File: src/rtl/cb_read_sequencer_pkg.sv
// cb_read_sequencer_pkg: shared FSM state type and circular-buffer geometry.
package cb_read_sequencer_pkg;
  typedef enum logic [1:0] {IDLE, SWEEP, DRAIN} cb_state_t;
  localparam int CB_AW = 11;
  localparam int CB_DW = 144;
  localparam int CB_SAMPLE_W = 18;
  localparam int CB_RD_LAT = 1;
endpackage

File: src/rtl/cb_valid_pipe.sv
// cb_valid_pipe: DEPTH-stage shift register aligning sweep tags with buffer read data.
module cb_valid_pipe #(
  parameter int DEPTH = 1,
  parameter int W = 1
) (
  input  logic         clock,
  input  logic         reset,
  input  logic [W-1:0] d,
  output logic [W-1:0] q
);
  logic [W-1:0] sr [DEPTH];
  always_ff @(posedge clock)
    if (reset) sr <= '{default: '0};
    else begin
      sr[0] <= d;
      for (int i = 1; i < DEPTH; i++) sr[i] <= sr[i-1];
    end
  assign q = sr[DEPTH-1];
endmodule

File: src/rtl/cb_read_sequencer.sv
// cb_read_sequencer: sweeps relative buffer addresses 0..N-1 and streams the read words.
// Optional sticky overrun output when CB_READ_SEQ_OVERRUN_EN is defined.
module cb_read_sequencer
  import cb_read_sequencer_pkg::*;
#(
  parameter int AW = CB_AW,
  parameter int DW = CB_DW,
  parameter int RD_LAT = CB_RD_LAT
) (
  input  logic          clock,
  input  logic          reset,
  input  logic          start,
  input  logic [AW:0]   nwords,
  input  logic          wen_mon,
  output logic [AW-1:0] cb_addr,
  input  logic [DW-1:0] cb_data,
  output logic [DW-1:0] dout,
  output logic          dout_valid,
  output logic          dout_first,
  output logic          dout_last,
  output logic [AW-1:0] word_idx,
  output logic          busy,
  output logic          done
`ifdef CB_READ_SEQ_OVERRUN_EN
  , output logic        overrun
`endif
);
  localparam int DCW = RD_LAT > 1 ? $clog2(RD_LAT) : 1;
  localparam logic [AW:0] NMAX = {1'b1, {AW{1'b0}}};
  cb_state_t state;
  logic [AW:0] addr, n, n_req;
  logic [DCW-1:0] dcnt;
  logic zdone, accept, drain_end;
  logic [AW+2:0] p_in, p_out;
  assign n_req = nwords > NMAX ? NMAX : nwords;
  assign drain_end = state == DRAIN && dcnt == DCW'(RD_LAT - 1);
  // The drain's final cycle carries done, so a new sweep may start right there.
  assign accept = start && (state == IDLE || drain_end);
  assign p_in = state == SWEEP ? {1'b1, addr == '0, addr == n - 1'b1, addr[AW-1:0]} : '0;
  always_ff @(posedge clock)
    if (reset) begin
      state <= IDLE;
      addr <= '0;
      n <= '0;
      dcnt <= '0;
      zdone <= 1'b0;
    end else begin
      zdone <= accept && n_req == '0;
      if (accept && n_req != '0) begin
        state <= SWEEP;
        n <= n_req;
        addr <= '0;
      end else if (state == SWEEP) begin
        if (addr == n - 1'b1) begin
          state <= DRAIN;
          addr <= '0;
          dcnt <= '0;
        end else addr <= addr + 1'b1;
      end else if (state == DRAIN) begin
        if (drain_end) state <= IDLE;
        else dcnt <= dcnt + 1'b1;
      end
    end
  cb_valid_pipe #(.DEPTH(RD_LAT), .W(AW + 3)) u_pipe (
    .clock(clock),
    .reset(reset),
    .d(p_in),
    .q(p_out)
  );
  assign cb_addr = addr[AW-1:0];
  assign busy = state != IDLE;
  assign dout_valid = p_out[AW+2];
  assign dout_first = p_out[AW+1];
  assign dout_last = p_out[AW];
  assign word_idx = p_out[AW-1:0];
  assign dout = dout_valid ? cb_data : '0;
  assign done = dout_last | zdone;
`ifdef CB_READ_SEQ_OVERRUN_EN
  always_ff @(posedge clock)
    if (reset) overrun <= 1'b0;
    else if (busy && (wen_mon || (start && !accept))) overrun <= 1'b1;
`else
  logic unused_wen_mon;
  assign unused_wen_mon = wen_mon;
`endif
endmodule

File: config.mk
export PLATFORM = sky130hd
export DESIGN_NAME = cb_read_sequencer
export DESIGN_NICKNAME = d
export VERILOG_FILES = /design/src/rtl/cb_read_sequencer_pkg.sv /design/src/rtl/cb_valid_pipe.sv /design/src/rtl/cb_read_sequencer.sv
export SDC_FILE = /design/constraint.sdc
export NUM_CORES = 1
export LEC_CHECK = 0
export ABC_AREA = 1
export BUFFER_PORTS_ARGS = -buffer_cell sky130_fd_sc_hd__buf_2
export CAP_MARGIN = 20
export CORE_AREA = 5 5 125 127
export DETAILED_ROUTE_END_ITERATION = 12
export DIE_AREA = 0 0 130 132
export GPL_TIMING_DRIVEN = 0
export SYNTH_ARGS = -nofsm -noshare
export SYNTH_HDL_FRONTEND = slang
export SYNTH_HIERARCHICAL = 1
export SYNTH_SLANG_ARGS = --single-unit
export TNS_END_PERCENT = 100
File: constraint.sdc
create_clock -name clock -period 2.2 [get_ports clock]
set_input_delay 0.33 -clock clock [delete_from_list [all_inputs] [get_ports clock]]
set_output_delay 0.33 -clock clock [all_outputs]
set_load 0.01 [all_outputs]
==> run_results.csv <==
group,metric,value,unit
floorplanning,die-area,17160,µm²
drt,drt_wl_total,19130,µm
finish,antenna_cells,0,
clocking,h-tree-depth,2,
finish,final_util,39.03,%
pwr,p_leak,4.262,nW
finish,drive_above_1_share,39.60,%
grt,track_usage,20.76,%
floorplanning,die_h,132,µm
finish,final_cell_area,5587,µm²
setup_path,max_stage_delay,0.44,ns
logic_synthesis,avgSynthCellArea,5.348,µm²
setup_path,path_max_fanout,10,
drt,dr_total_vias,4867,
logic_synthesis,synth.area.top_cells,"dfxtp_1 24%, nand2_1 23%, inv_1 21%, nor2_1 6.5%, nor2_2 3.0%",
pwr,pwr-share-clk,34.9,%
clocking,postCtsSetupRepairBufs,0,
finish,fillers,1647,
clocking,clock_sinks,42,
finish,fin_nets,1157,
timing,timing.fmax,490.9,MHz
setup_path,worstPathCellList,"clkbuf_2 > clkbuf_1 > nand2_1 > inv_1 > buf_2",
logic_synthesis,synth_nets,822,
drt,vias_per_cell,4.128,
clocking,cts.repair.resized,2,
finish,multi_input_area,1760,µm²
clocking,clockBufferDepth,2,
pwr,power_switching,0.0008749,W
place,place_area,5401,µm²
pwr,finalPower,0.002524,W
timing,fin_skew,0.005829,ns
timing,setup_viol,0,
logic_synthesis,synth-edff-count,0,
grt,antenna_found_initial,6,
outcome,status,"complete, no violations",
timing,rsz0062_at_grt,"no",
place,dpl_worst_slack,-0.07721,ns
setup_path,crit_slowest_cell,"dfxtp_2",
place,place_hpwl,16950,µm
timing,max_slew_margin,67.65,%
logic_synthesis,synth_cells,659,
setup_path,ff2ff_path_depth,13,
drt,antenna_left,0,
setup_path,startpoint_type,"register",
logic_synthesis,yosys_most_used_dff,"dfxtp_1",
timing,fin_crit_sh,92.59,%
pwr,p_per_area,451.8,nW/µm²
clocking,tritoncts,"built",
place,place_congestion,0.9234,
clocking,cts_root_buf,"clkbuf_16",
finish,mostFrequentLayoutCells,"330 x buf_2, 219 x nand2_1, 193 x inv_1, 61 x nor2_1, 41 x dfxtp_1",
timing,hold_viol_final,0,
logic_synthesis,yosysTopAreaCell,"dfxtp_1",
floorplanning,initial_core_util,24.62,%
logic_synthesis,ys_ff_latch,42,
finish,mostFrequentLayoutCell,"buf_2",
timing,worst_slack,0.1630,ns
finish,seq_area,842.1,µm²
setup_path,worstSetupPathType,"reg2out",
logic_synthesis,ys_warn_count,6,
setup_path,end_kind,"primary output",
setup_path,cp_num_cells,5,
setup_path,crit_buf_inv,4,
logic_synthesis,syn-cell-area,3525,µm²
grt,overflow,0,
timing,drv_slew,0,
floorplanning,rows,44,
logic_synthesis,synth-async-reset-ratio,0,%
grt,grt_pass1_wl,26610,µm
setup_path,cp.arrival,1.71,ns
pwr,sw_frac_of_total,34.66,%
place,io_buffers,329,
pwr,seq_power_share,32.1,%
pwr,share_comb_of_total_power,33.1,%
setup_path,cp_top_family,"buffers and inverters",
pwr,vdd_ir_drop_max,0.3479,mV
hold_path,whs_path_depth,3,
drt,drc,0,
timing,worst_pin_slew,0.4852,ns
clocking,cts_buffers,5,
floorplanning,io_pins,331,
logic_synthesis,synth_cell_types,30,
grt,grt_pass1_vias,4368,
flow_run,maxCapViolCount,0,
floorplanning,die_x,130,µm
drt,first_pass_iters,5,
logic_synthesis,yosysTopAreaCellShare,23.86,%
clocking,clock_latency,0.29,ns
clocking,path_clk_slew,0.07,ns
timing,finalCriticalPeriod,2.037,ns
floorplanning,core_area,14310,µm²
drt,detail_route.wl_per_cell,16.22,µm
drt,drtIter0Drc,324,
finish,area_growth,58.50,%
hold_path,hold_class,"in2reg",
pwr,p_int,0.001649,W
logic_synthesis,yosysSeqAreaShare,23.86,%
grt,grt_max_degree,16,
setup_path,cp.required,1.87,ns
clocking,cts-hold-fix-buffers,0,
per-layer routing:
layer,share of wire [%],track usage [%],vias to the layer above
met5,0.21,0,-
met4,1.1,2.829,6
met3,13,8.549,23
met2,41,31.46,271
met1,44,28.35,2068
li1,-,-,2499
worst min-delay path, delay by kind of cell:
kind | cells | cell delay, ns
buffers and inverters | 1 | 0.09
and+or+nand+nor | 2 | 0.10
cell usage after synthesis, types with 2 or more instances:
| library cell | instances |
|---|---|
| inv_1 | 193 |
| dfxtp_1 | 42 |
| buf_4 | 11 |
| buf_1 | 4 |
| ha_1 | 3 |
| nor2_1 | 61 |
| a21oi_1 | 7 |
| buf_6 | 2 |
| clkbuf_1 | 13 |
| nor2_2 | 17 |
| nand2_2 | 2 |
| nand2_4 | 3 |
| nand4_1 | 4 |
| inv_2 | 6 |
| nor3_1 | 12 |
| nand3_1 | 21 |
| o21ai_0 | 12 |
| or2_2 | 2 |
| nor2_4 | 4 |
| nand2_1 | 219 |
| xor2_1 | 12 |
final timing paths:
path / from / to / slack [ns]
hold reg to reg: dcnt / dcnt / 0.50
hold / removal: nwords[4] / n[4] / 0.26
setup / recovery: u_pipe/q[13] / dout[135] / 0.16
setup reg to reg: n[0] / addr[11] / 0.22
cell families (layout without fill, tap and decap cells):
family | after synthesis | in the layout | synth area share (%)
fa+ha+maj | 3 | 3 | 1.065
simple gates | 348 | 348 | 42.24
flops | 42 | 42 | 23.86
compound gates | 21 | 21 | 3.159
xor+xnor | 13 | 13 | 3.230
buf+inv | 232 | 568 | 26.45
final cells by class:
| type | instances | area share, % |
|---|---|---|
| buffer | 31 | 3.225 |
| clock buffer | 5 | 2.240 |
| clock inverter | 3 | 0.8735 |
| inverter | 200 | 13.48 |
| multi-input combinational | 385 | 31.51 |
| sequential | 42 | 15.07 |
| tap | 184 | 4.121 |
| timing repair buffer | 329 | 29.47 |
per-stage QoR:
step                      setup TNS (ns)  cells  hold WS [ns]
after global placement           -0.1481   1172        0.4680
after global routing                   0   1179        0.2706
after CTS                              0   1179        0.2537
final                                  0   1179        0.2607
after floorplan                        0    659        0.4012
after detailed placement         -0.1566   1172        0.4884
flip-flops by register name, summed over array words and instances (netlist names):
name	count
u_pipe/q	14
addr	12
n	12
state	2
dcnt	1
zdone	1
power groups by stage:
stage                     combinational [W]  sequential, W  clock (W)
final                              0.000835       0.000810   0.000880
after global placement             0.000834       0.000822          0
after global routing               0.000924       0.000814   0.000927
after CTS                          0.000833       0.000809   0.000894
after detailed placement           0.000832       0.000823          0
after floorplan                    0.000437       0.000819          0
Note: power is estimated with default switching activity, not from simulation.
